===== config.mk =====
export PLATFORM = sky130hd
export DESIGN_NAME = video_stream_framer
export DESIGN_NICKNAME = d
export VERILOG_FILES = /design/src/rtl/video_stream_framer.sv
export SDC_FILE = /design/constraint.sdc
export NUM_CORES = 1
export LEC_CHECK = 0
export ABC_AREA = 1
export ABC_CLOCK_PERIOD_IN_PS = 7950
export BUFFER_PORTS_ARGS = -buffer_cell sky130_fd_sc_hd__buf_2
export CORE_MARGIN = 4
export CORE_UTILIZATION = 62
export CTS_BUF_LIST = sky130_fd_sc_hd__clkbuf_4 sky130_fd_sc_hd__clkbuf_8 sky130_fd_sc_hd__clkbuf_16
export DETAILED_ROUTE_END_ITERATION = 10
export HOLD_SLACK_MARGIN = 0.15
export PLACE_DENSITY = 0.95
export RECOVER_POWER = 25
export SYNTH_ARGS = -nofsm -noshare
export SYNTH_HDL_FRONTEND = slang
export SYNTH_SLANG_ARGS = --single-unit

===== constraint.sdc =====
create_clock -name clock_i -period 7.95 [get_ports clock_i]
set_clock_uncertainty 0.1 [all_clocks]
set_input_delay 1.59 -clock clock_i [delete_from_list [all_inputs] [get_ports clock_i]]
set_output_delay 1.59 -clock clock_i [all_outputs]
set_load 0.01 [all_outputs]

===== src/rtl/video_stream_framer.sv =====
// Pixel-stream framing stage: 2-entry skid buffer with SOF/last tagging,
// optional offset-binary conversion, SOF resynchronisation and frame counting.
module video_stream_framer #(
    parameter int Height    = 600,
    parameter int Width     = 800,
    parameter int Channels  = 3,
    parameter int DataWidth = 8
) (
    input  logic                            clock_i,
    input  logic                            reset_i,
    input  logic                            offset_en_i,
    input  logic                            last_mode_i,
    input  logic                            slave_valid_i,
    output logic                            slave_ready_o,
    input  logic [Channels*DataWidth-1:0]   slave_data_i,
    input  logic                            slave_user_i,
    output logic                            master_valid_o,
    input  logic                            master_ready_i,
    output logic [Channels*DataWidth-1:0]   master_data_o,
    output logic                            master_user_o,
    output logic                            master_last_o,
    output logic [15:0]                     frame_count_o,
    output logic                            resync_o
);

    localparam int PixW = Channels * DataWidth;
    localparam int ColW = (Width > 1) ? $clog2(Width) : 1;
    localparam int RowW = (Height > 1) ? $clog2(Height) : 1;
    localparam logic [ColW-1:0] ColLast = ColW'(Width - 1);
    localparam logic [RowW-1:0] RowLast = RowW'(Height - 1);

    // Flipping each channel MSB maps unsigned <-> offset-binary signed.
    function automatic logic [PixW-1:0] offset_convert(input logic [PixW-1:0] pix,
                                                       input logic en);
        logic [PixW-1:0] res;
        res = pix;
        for (int ch = 0; ch < Channels; ch++) begin
            res[ch*DataWidth + DataWidth - 1] = pix[ch*DataWidth + DataWidth - 1] ^ en;
        end
        return res;
    endfunction

    logic [PixW-1:0] head_data_r, tail_data_r;
    logic            head_user_r, head_last_r, tail_user_r, tail_last_r;
    logic [1:0]      count_r;
    logic            ready_r, valid_r;
    logic [ColW-1:0] col_r;
    logic [RowW-1:0] row_r;
    logic            mode_r;
    logic [15:0]     frame_count_r;
    logic            resync_r;

    logic            push_s, pop_s, resync_s, frame_end_s;
    logic            beat_sof_s, beat_mode_s, beat_last_s;
    logic            col_end_s, row_end_s;
    logic [ColW-1:0] eff_col_s, next_col_s;
    logic [RowW-1:0] eff_row_s, next_row_s;
    logic [PixW-1:0] beat_data_s;
    logic [1:0]      count_next_s;

    // Accept/emit handshakes, beat position, tags and next buffer occupancy.
    always_comb begin
        push_s       = slave_valid_i & ready_r;
        pop_s        = valid_r & master_ready_i;
        resync_s     = push_s & slave_user_i & ((col_r != '0) | (row_r != '0));
        eff_col_s    = col_r;
        eff_row_s    = row_r;
        next_col_s   = col_r;
        next_row_s   = row_r;
        count_next_s = count_r;
        if (resync_s) begin
            eff_col_s = '0;
            eff_row_s = '0;
        end else begin
            eff_col_s = col_r;
            eff_row_s = row_r;
        end
        beat_sof_s  = (eff_col_s == '0) & (eff_row_s == '0);
        beat_mode_s = beat_sof_s ? last_mode_i : mode_r;
        col_end_s   = (eff_col_s == ColLast);
        row_end_s   = (eff_row_s == RowLast);
        beat_last_s = col_end_s & (beat_mode_s | row_end_s);
        frame_end_s = push_s & (resync_s | (col_end_s & row_end_s));
        beat_data_s = offset_convert(slave_data_i, offset_en_i);
        if (col_end_s) begin
            next_col_s = '0;
            next_row_s = row_end_s ? '0 : eff_row_s + RowW'(1);
        end else begin
            next_col_s = eff_col_s + ColW'(1);
            next_row_s = eff_row_s;
        end
        case ({push_s, pop_s})
            2'b10:   count_next_s = count_r + 2'd1;
            2'b01:   count_next_s = count_r - 2'd1;
            default: count_next_s = count_r;
        endcase
    end

    // Skid buffer: the head entry drives master_* directly.
    always_ff @(posedge clock_i) begin
        if (reset_i) begin
            head_data_r <= '0;
            tail_data_r <= '0;
            head_user_r <= 1'b0;
            head_last_r <= 1'b0;
            tail_user_r <= 1'b0;
            tail_last_r <= 1'b0;
            count_r     <= 2'd0;
            ready_r     <= 1'b0;
            valid_r     <= 1'b0;
        end else begin
            count_r <= count_next_s;
            ready_r <= (count_next_s < 2'd2);
            valid_r <= (count_next_s != 2'd0);
            case (count_r)
                2'd0: begin
                    if (push_s) begin
                        head_data_r <= beat_data_s;
                        head_user_r <= beat_sof_s;
                        head_last_r <= beat_last_s;
                    end
                end
                2'd1: begin
                    if (push_s && pop_s) begin
                        head_data_r <= beat_data_s;
                        head_user_r <= beat_sof_s;
                        head_last_r <= beat_last_s;
                    end else if (push_s) begin
                        tail_data_r <= beat_data_s;
                        tail_user_r <= beat_sof_s;
                        tail_last_r <= beat_last_s;
                    end else if (pop_s) begin
                        head_user_r <= 1'b0;
                        head_last_r <= 1'b0;
                    end
                end
                2'd2: begin
                    if (pop_s) begin
                        head_data_r <= tail_data_r;
                        head_user_r <= tail_user_r;
                        head_last_r <= tail_last_r;
                    end
                end
                default: begin
                    count_r <= 2'd0;
                end
            endcase
        end
    end

    // Frame position, per-frame mode latch, frame counter and resync pulse.
    always_ff @(posedge clock_i) begin
        if (reset_i) begin
            col_r         <= '0;
            row_r         <= '0;
            mode_r        <= 1'b0;
            frame_count_r <= 16'd0;
            resync_r      <= 1'b0;
        end else begin
            resync_r <= resync_s;
            if (push_s) begin
                col_r <= next_col_s;
                row_r <= next_row_s;
                if (beat_sof_s) begin
                    mode_r <= last_mode_i;
                end
            end
            if (frame_end_s) begin
                frame_count_r <= frame_count_r + 16'd1;
            end
        end
    end

    assign slave_ready_o  = ready_r;
    assign master_valid_o = valid_r;
    assign master_data_o  = head_data_r;
    assign master_user_o  = head_user_r;
    assign master_last_o  = head_last_r;
    assign frame_count_o  = frame_count_r;
    assign resync_o       = resync_r;

endmodule


==> results_dict.tcl, run 1 <==
set metrics [dict create \
    drive_above_1_share_pct 13.64 \
    num_rows 32 \
    slowest_stage "nand2_1" \
    cts_buffers 9 \
    synth_top_family_by_area "simple AND/OR/NAND/NOR gates" \
    clock-sinks 94 \
    crit_required_ns 8.11 \
    cell_internal_pwr_mw 0.7695 \
    p_per_area_nw_per_um2 221.3 \
    syn_avg_cell_area_um2 6.987 \
    switching_share_pct 36.92 \
    nFillCells 659 \
    finalSetupViolations 0 \
    netlist_top_cells_area "dfxtp_1 (37%), nand2_1 (11%), nor2_1 (6.8%)" \
    htreeDepth 3 \
    fin_nets 815 \
    critPathTopFamily "simple AND/OR/NAND/NOR gates" \
    yosys.area_share.simple_pct 32.13 \
    crit_fanout 43 \
    p_sw_mw 0.4504 \
    routed_wl_mm 12.24 \
    clockBufferDepth 2 \
    path_clk_slew_ns 0.10 \
    async_reset_ff_share_pct 0 \
    multi_input_area_um2 2728 \
    post_cts_buffers 0 \
    fin_util_pct 70.59 \
    synth_top_area_share_pct 37.46 \
    grt_overflow 0 \
    antenna_found_initial 0 \
    startpoint_type "input port" \
    port_buffers 75 \
    dp_hpwl_mm 8.615 \
    synth.distinct_cells 39 \
    ys_warn_count 0 \
    critPathBufInv 3 \
    min_from "tail_data_r[19]" \
    syn-num-nets 762 \
    period_minus_slack_ns 4.649 \
    fin_cells 879 \
    synth-xor-area-share_pct 3.313 \
    cp-end-kind "flop" \
    finalCritPeriodShare_pct 58.47 \
    via_count 4988 \
    tns_ns 0 \
    synth-edff-count 0 \
    hold_viol 0 \
    mostFrequentLayoutCell "nand2_1" \
    relSlewSlack_pct 23.72 \
    dieHeight_um 98.02 \
    clockRootBuffer "clkbuf_8" \
    synth_top_area_cell "dfxtp_1" \
    drtIter0Drc 498 \
    r2r_start "slave_ready_o" \
    viasPerCell 5.675 \
    muxShareOfSynthArea_pct 0 \
    rsz0062_at_grt "no" \
    seq_area_frac_synth_pct 37.46 \
    seqPwrFrac_pct 47.5 \
    worst_slew_pin_slew_ns 1.144 \
    gr-usage-all-layers_pct 25.38 \
    maxCapViolCount 0 \
    critPathLaunch "slave_valid_i" \
    cts_resized 0 \
    synth_adder_area_share_pct 2.989 \
    clk_latency_ns 0.36 \
    synth_compound_area_share_pct 15.79 \
    initial_utilization_pct 64.34 \
    ys_ff_latch 94 \
    p_leak_nw 2.195 \
    grt_start_max_net_pins 47 \
    timing.fmax_mhz 215.1 \
    layout_common_cells "nand2_1 (141), dfxtp_1 (94), nor2_1 (91), o21ai_0 (67), inv_1 (59)" \
    slowest_delay_ns 0.60 \
    slew_viol_final 0 \
    syn_area_um2 5024 \
    grt_pass1_vias 4676 \
    dp.cells 863 \
    p_total_mw 1.220 \
    core_um2 7807 \
    firstDrtPassIters 7 \
    register_area_um2 1882 \
    syn2layout_area_growth_pct 9.714 \
    power_frac_clock_pct 24.6 \
    pwr-share-comb_pct 27.9 \
    die_width_um 98.02 \
    crit_arrival_ns 4.81 \
    syn_inst 719 \
    num_antenna_cells 0 \
    grt_first_pass_wirelength_mm 20.62 \
    criticalPathCategory "input port to flop" \
    status "finished clean" \
    drc 0 \
    ant_nets 0 \
    gp_congestion 0.9532 \
    wl_per_cell_um 13.92 \
    crit_top_cell "nor2_1" \
    hold_class "flop to flop" \
    synth_ff_type "dfxtp_1" \
    cts_tree "yes" \
    cts_hold_buf 0 \
    crit_chain "buf_2 > nand2_1 > nor2_1 > nand2_4 > inv_4 > nor2_2 > ha_1 > nand4_1 > nand3b_1 > or2_4 > nor2_4 > nand2_4 > nand2_8 > inv_1 > nor2_1 > nor2_1" \
    io_pins 76 \
    vdd_ir_drop_max_mv 0.1601 \
    design.die.area_um2 9607 \
]
-- state kept, by name, indices dropped and copies added (netlist names), 2 cells and up --
signal         cells
col_r             10
count_r            2
tail_data_r       24
master_data_o     24
frame_count_o     16
row_r             10
-- kinds of logic (layout without fill, tap and decap cells) --
family,Yosys count,count (layout)
buf+inv,99,157
compound gates,142,142
xor+xnor,19,19
flops,94,94
fa+ha+maj,12,12
simple gates,353,353
-- cell usage after synthesis, types with 4 or more instances --
library cell / count
nor2_2: 6
nand2_2: 13
nand3_1: 55
o21ai_0: 67
ha_1: 12
nor4_1: 5
a31oi_1: 24
a21oi_1: 33
nand2_1: 141
xor2_1: 12
nor2_1: 91
nor3_1: 13
nand4_1: 14
inv_2: 4
a21oi_2: 10
xnor2_1: 7
inv_1: 59
clkbuf_1: 25
buf_2: 4
dfxtp_1: 94
-- layout make-up --
cell class	count	area share, %
clock buffer	10	2.384
clock inverter	6	0.9535
inverter	64	4.404
multi-input combinational	526	49.49
sequential	94	34.14
tap	102	2.316
timing repair buffer	77	6.311
-- worst paths after layout --
check                                         end  slack (ns)  cells past startpoint
worst max register to register   frame_count_o[1]        4.28                     15
worst max-delay path             frame_count_o[1]        3.30                     16
worst min-delay path            master_data_o[19]        0.37                      2
worst min register to register  master_data_o[19]        0.37                      2
-- power groups by stage --
stage	Sequential, mW	Combinational [mW]	Clock (mW)
5_1_grt	0.589	0.385	0.326
2_1_floorplan	0.613	0.208	0
6_report	0.580	0.340	0.300
4_1_cts	0.577	0.356	0.301
3_3_place_gp	0.584	0.343	0
3_5_place_dp	0.588	0.353	0
-- layer usage --
metal	routed length [um]	track usage, %	part of all wire, %	vias up
li1	-	-	-	2482
met2	6052	42.25	49	192
met1	5200	32.04	42	2285
met3	708	4.714	5.8	29
met5	0	0	0	-
met4	278	11.18	2.3	0
-- worst register-to-register path: cells and delay by family (launching register included) --
family / cells / cell delay (ns)
flops: 1 / 0.33
fa+ha+maj: 1 / 0.29
simple gates: 12 / 2.57
buf+inv: 2 / 0.28
-- metrics by stage --
stage	instance area [um2]	worst slack [ns]	hold WS, ns
after floorplan	5024	4.182	0.3510
after global placement	5370	3.113	0.3546
after global routing	5512	3.046	0.3974
after detailed placement	5370	2.972	0.3722
final	5512	3.301	0.3735
after CTS	5554	3.346	0.3762
(Power assumes the default switching activity.)
==> inputs of run 2 (changes only) <==
- ABC_CLOCK_PERIOD_IN_PS: 7950 -> 3900
- CORE_UTILIZATION: 62 -> 52
- PLACE_DENSITY: 0.95 -> 0.89
- clock period: 7.95 -> 3.9 ns (I/O delays scaled with it)
==> results_dict.tcl, run 2 (synthesized netlist as in run 1, its figures left out) <==
set metrics [dict create \
    mostFrequentLayoutCell "nand2_1" \
    post_cts_buffers 0 \
    clock-sinks 94 \
    core_um2 9328 \
    clockRootBuffer "clkbuf_8" \
    io_pins 76 \
    r2r_start "row_r[8]" \
    syn2layout_area_growth_pct 12.13 \
    path_clk_slew_ns 0.12 \
    grt_pass1_vias 4570 \
    antenna_found_initial 0 \
    drc 0 \
    routed_wl_mm 11.95 \
    cts_buffers 9 \
    relSlewSlack_pct 55.42 \
    drtIter0Drc 334 \
    status "finished clean" \
    critPathLaunch "row_r[8]" \
    cts_tree "yes" \
    design.die.area_um2 11300 \
    fin_nets 823 \
    port_buffers 75 \
    via_count 4898 \
    p_per_area_nw_per_um2 452.4 \
    clockBufferDepth 2 \
    finalSetupViolations 0 \
    crit_required_ns 4.07 \
    hold_viol 0 \
    vdd_ir_drop_max_mv 0.3834 \
    crit_fanout 19 \
    wl_per_cell_um 13.07 \
    timing.fmax_mhz 344.8 \
    cp-end-kind "flop" \
    hold_depth 2 \
    worst_slew_pin_slew_ns 0.6679 \
    p_leak_nw 2.254 \
    cts_hold_buf 0 \
    crit_arrival_ns 3.07 \
    finalCritPeriodShare_pct 74.36 \
    slew_viol_final 0 \
    rr_worst_depth 17 \
    fin_util_pct 60.39 \
    die_width_um 106.3 \
    viasPerCell 5.359 \
    dp_hpwl_mm 8.402 \
    initial_utilization_pct 53.86 \
    htreeDepth 3 \
    min_from "tail_data_r[10]" \
    hold_slack_ns 0.3783 \
    maxCapViolCount 0 \
    drive_above_1_share_pct 14.65 \
    num_antenna_cells 0 \
    criticalPathCategory "flop to flop" \
    dieHeight_um 106.3 \
    clk_latency_ns 0.37 \
    startpoint_type "flop" \
    gp_congestion 0.9188 \
    fin_cells 914 \
    cts_resized 0 \
    ant_nets 0 \
    grt_overflow 0 \
    grt_first_pass_wirelength_mm 20.25 \
    nFillCells 893 \
    firstDrtPassIters 5 \
    grt_start_max_net_pins 58 \
    num_rows 35 \
    layout_common_cells "nand2_1 (141), dfxtp_1 (94), nor2_1 (91), o21ai_0 (67), inv_1 (59)" \
    period_minus_slack_ns 2.900 \
    rsz0062_at_grt "no" \
    gr-usage-all-layers_pct 21.34 \
    hold_class "flop to flop" \
    dp.cells 898 \
    tns_ns 0 \
]
==> run 2: cell count changes in the layout (fill, tap and decap cells not counted), sizes merged <==
cell	previous run	this run
clkinvlp	2	0
clkbuf	44	42
clkinv	1	4
buf	43	52
==> run 2: worst max-delay path, cell delays in order, from the launching register on <==
cell and delay (ns):
dfxtp_1 0.37, nor2_2 0.22, nand2_1 0.10, nor2_2 0.10, nand3_2 0.08, nand2_4 0.08
inv_4 0.08, nor2_2 0.18, ha_1 0.30, nand4_1 0.12, nand3b_1 0.18, or2_4 0.25
nor2_4 0.12, nand2_4 0.13, nand2_8 0.18, inv_1 0.07, nor2_1 0.08, nor2_1 0.05
==> run 2: per-layer routing <==
metal	wire [um]	global-route usage, %
met3	568	4.614
met2	5716	36.15
met5	0	0
met1	5340	26.39
met4	323	8.233
==> run 2: worst paths after layout <==
check	end	slack, ns
setup / recovery	frame_count_o[1]	1.0
hold / removal	master_data_o[10]	0.38
setup reg to reg	frame_count_o[1]	1.0
hold reg to reg	master_data_o[10]	0.38
==> run 2: where the power goes <==
group / internal [mW] / switching, mW / leakage [nW] / total, mW
clock: 0.258 / 0.399 / 0.105 / 0.657
sequential: 1.10 / 0.0788 / 0.764 / 1.18
combinational: 0.231 / 0.478 / 1.39 / 0.709
total: 1.59 / 0.956 / 2.25 / 2.55
==> run 2: cell type report <==
class	count	area, um2	share of cell area [%]
multi-input combinational	526	2728	48.42
sequential	94	1882	33.41
timing repair buffer	85	409.1	7.263
inverter	64	242.7	4.309
tap	129	161.4	2.865
clock buffer	9	123.9	2.199
clock inverter	7	86.33	1.533
==> run 2: metrics by stage <==
step | setup WS, ns | cell area [um2] | power (mW)
floorplan | 0.9416 | 5024 | 1.672
global placement | 0.9579 | 5464 | 1.928
CTS | 1.030 | 5674 | 2.604
global route | 0.7894 | 5633 | 2.717
detailed placement | 0.8838 | 5464 | 1.942
finish | 0.9999 | 5633 | 2.548
==> inputs of run 3 (changes only) <==
- ABC_AREA: 1 -> 0
- ABC_CLOCK_PERIOD_IN_PS: 3900 -> 2900
- CORE_UTILIZATION: 52 -> 57
- PLACE_DENSITY: 0.89 -> 0.92
- clock period: 3.9 -> 2.9 ns (I/O delays scaled with it)
==> results_dict.tcl, run 3 <==
set metrics [dict create \
    status "finished clean" \
    slowest_delay_ns 0.42 \
    fin_cells 734 \
    antenna_found_initial 0 \
    clk_latency_ns 0.36 \
    drive_above_1_share_pct 15.51 \
    viasPerCell 6.083 \
    p_leak_nw 1.952 \
    ys_warn_count 0 \
    period_minus_slack_ns 2.623 \
    rsz0062_at_grt "no" \
    synth-edff-count 0 \
    final_area_um2 5369 \
    cts_resized 0 \
    gr-usage-all-layers_pct 23.35 \
    layout_common_cells "dfxtp_1 (94), nand2_1 (73), nor2_1 (51), a21oi_1 (44), buf_2 (41)" \
    clock-sinks 94 \
    core_um2 7888 \
    vdd_ir_drop_max_mv 0.3763 \
    cts_hold_buf 0 \
    crit_fanout 11 \
    seq_area_frac_synth_pct 39.75 \
    num_antenna_cells 0 \
    die_width_um 99.14 \
    mostFrequentLayoutCell "dfxtp_1" \
    grt_first_pass_wirelength_mm 19.28 \
    hold_depth 2 \
    crit_required_ns 3.09 \
    syn_inst 559 \
    timing.fmax_mhz 381.2 \
    syn-num-nets 602 \
    num_rows 32 \
    relSlewSlack_pct 57.95 \
    r2r_slack_ns 0.28 \
    cts_buffers 9 \
    slew_viol_final 0 \
    synth_ff_type "dfxtp_1" \
    port_buffers 75 \
    finalSetupViolations 0 \
    ant_nets 0 \
    synth_top_area_cell "dfxtp_1" \
    syn_avg_cell_area_um2 8.470 \
    synth_top_area_share_pct 39.75 \
    maxCapViolCount 0 \
    cp-end-kind "flop" \
    p_total_mw 2.414 \
    firstDrtPassIters 5 \
    r2r-end "row_r[7]" \
    io_pins 76 \
    syn2layout_area_growth_pct 13.40 \
    startpoint_type "flop" \
    cts_tree "yes" \
    grt_pass1_vias 4338 \
    syn_area_um2 4735 \
    clockBufferDepth 2 \
    post_cts_buffers 0 \
    hold_viol 0 \
    path_clk_slew_ns 0.09 \
    slowest_stage "or3b_1" \
    grt_overflow 0 \
    r2r_start "slave_ready_o" \
    yosysMostFrequentCell "dfxtp_1" \
    placedInstanceArea_um2 5239 \
    routed_wl_mm 11.57 \
    design.die.area_um2 9829 \
    via_count 4465 \
    clockRootBuffer "clkbuf_8" \
    fin_nets 670 \
    dp.cells 718 \
    htreeDepth 3 \
    finalCritPeriodShare_pct 90.46 \
    rr_worst_depth 10 \
    dieHeight_um 99.14 \
    critPathBufInv 2 \
    hold_class "flop to flop" \
    wl_per_cell_um 15.76 \
    grt_start_max_net_pins 63 \
    criticalPathCategory "flop to flop" \
    synth.distinct_cells 60 \
    p_per_area_nw_per_um2 449.6 \
    min_from "tail_data_r[14]" \
    critPathTopFamily "simple AND/OR/NAND/NOR gates" \
    async_reset_ff_share_pct 0 \
    tns_ns 0 \
    ys_ff_latch 94 \
    crit_arrival_ns 2.82 \
    min_to "tail_data_r[14]" \
    netlist_top_cells_area "dfxtp_1 (40%), nand2_1 (5.8%), mux2i_1 (5.7%)" \
    initial_utilization_pct 60.03 \
    synthTopCellsByCount "dfxtp_1 (94), nand2_1 (73), nor2_1 (51)" \
    gp_congestion 0.8764 \
    crit_chain "nand3_1 > nand2_1 > inv_1 > ha_1 > and4_1 > and3_1 > buf_4 > a21oi_1 > or3b_1 > a31oi_1" \
    drtIter0Drc 337 \
    dp_hpwl_mm 8.218 \
    worst_slew_pin_slew_ns 0.6307 \
    drc 0 \
]
==> run 3: per-stage QoR <==
stage	util [%]	setup WS, ns	hold slack, ns
after floorplan	-	0.07252	0.3360
after global placement	66.42	0.2021	0.3408
after detailed placement	66.42	0.02954	0.3463
after CTS	68.61	0.2789	0.3584
after global routing	68.07	0.1138	0.3734
final	68.07	0.2765	0.3582
==> run 3: area by class of cell <==
cell class	instances	area (um2)
well taps	102	127.6
clock inverters	7	48.80
repair buffers	93	480.5
multi-input cells	411	2639
clock buffers	9	123.9
flip-flops and latches	94	1882
fillers	668	2519
inverters	18	67.56
==> run 3: worst register-to-register path: stages, from the launching register on <==
cell and delay [ns]:
dfxtp_1 0.40, nand3_1 0.21, nand2_1 0.15, inv_1 0.05
ha_1 0.20, and4_1 0.19, and3_1 0.18, buf_4 0.17
a21oi_1 0.32, or3b_1 0.42, a31oi_1 0.17
==> run 3: worst max-delay path by stage <==
| stage | slack, ns | from | endpoint | cells after the start |
|---|---|---|---|---|
| 6_report | 0.28 | slave_ready_o | row_r[7] | 10 |
| 5_1_grt | 0.11 | slave_ready_o | row_r[7] | 10 |
| 4_1_cts | 0.28 | slave_ready_o | row_r[7] | 10 |
| 3_5_place_dp | 0.03 | slave_user_i | row_r[7] | 10 |
| 3_3_place_gp | 0.20 | slave_user_i | row_r[7] | 11 |
| 2_1_floorplan | 0.07 | slave_valid_i | master_last_o | 9 |
==> run 3: power breakdown <==
| part | switching (mW) | total (mW) | internal [mW] |
|---|---|---|---|
| combinational | 0.173 | 0.280 | 0.107 |
| clock | 0.462 | 0.775 | 0.313 |
| sequential | 0.0259 | 1.36 | 1.33 |
==> run 3: kinds of logic (layout without fill, tap and decap cells) <==
| logic type | count (synthesis) | after routing | share of synthesized area, % |
|---|---|---|---|
| AOI/OAI and AO/OA | 127 | 127 | 18.74 |
| xor gates and xnor gates | 3 | 3 | 0.5551 |
| adders and majority gates | 12 | 12 | 3.171 |
| buffers and inverters | 54 | 127 | 4.783 |
| DFF | 94 | 94 | 39.75 |
| muxes | 42 | 42 | 9.276 |
| and+or+nand+nor | 227 | 227 | 23.73 |
==> run 3: metal layers <==
| layer | share of wire [%] | track usage [%] | up-vias | wire (um) |
|---|---|---|---|---|
| met5 | 0 | 0 | - | 0 |
| met4 | 2.1 | 8.824 | 0 | 247 |
| met3 | 5.9 | 4.348 | 26 | 687 |
| met2 | 51 | 42.20 | 164 | 5925 |
| met1 | 41 | 27.29 | 2130 | 4709 |
| li1 | - | - | 2145 | - |
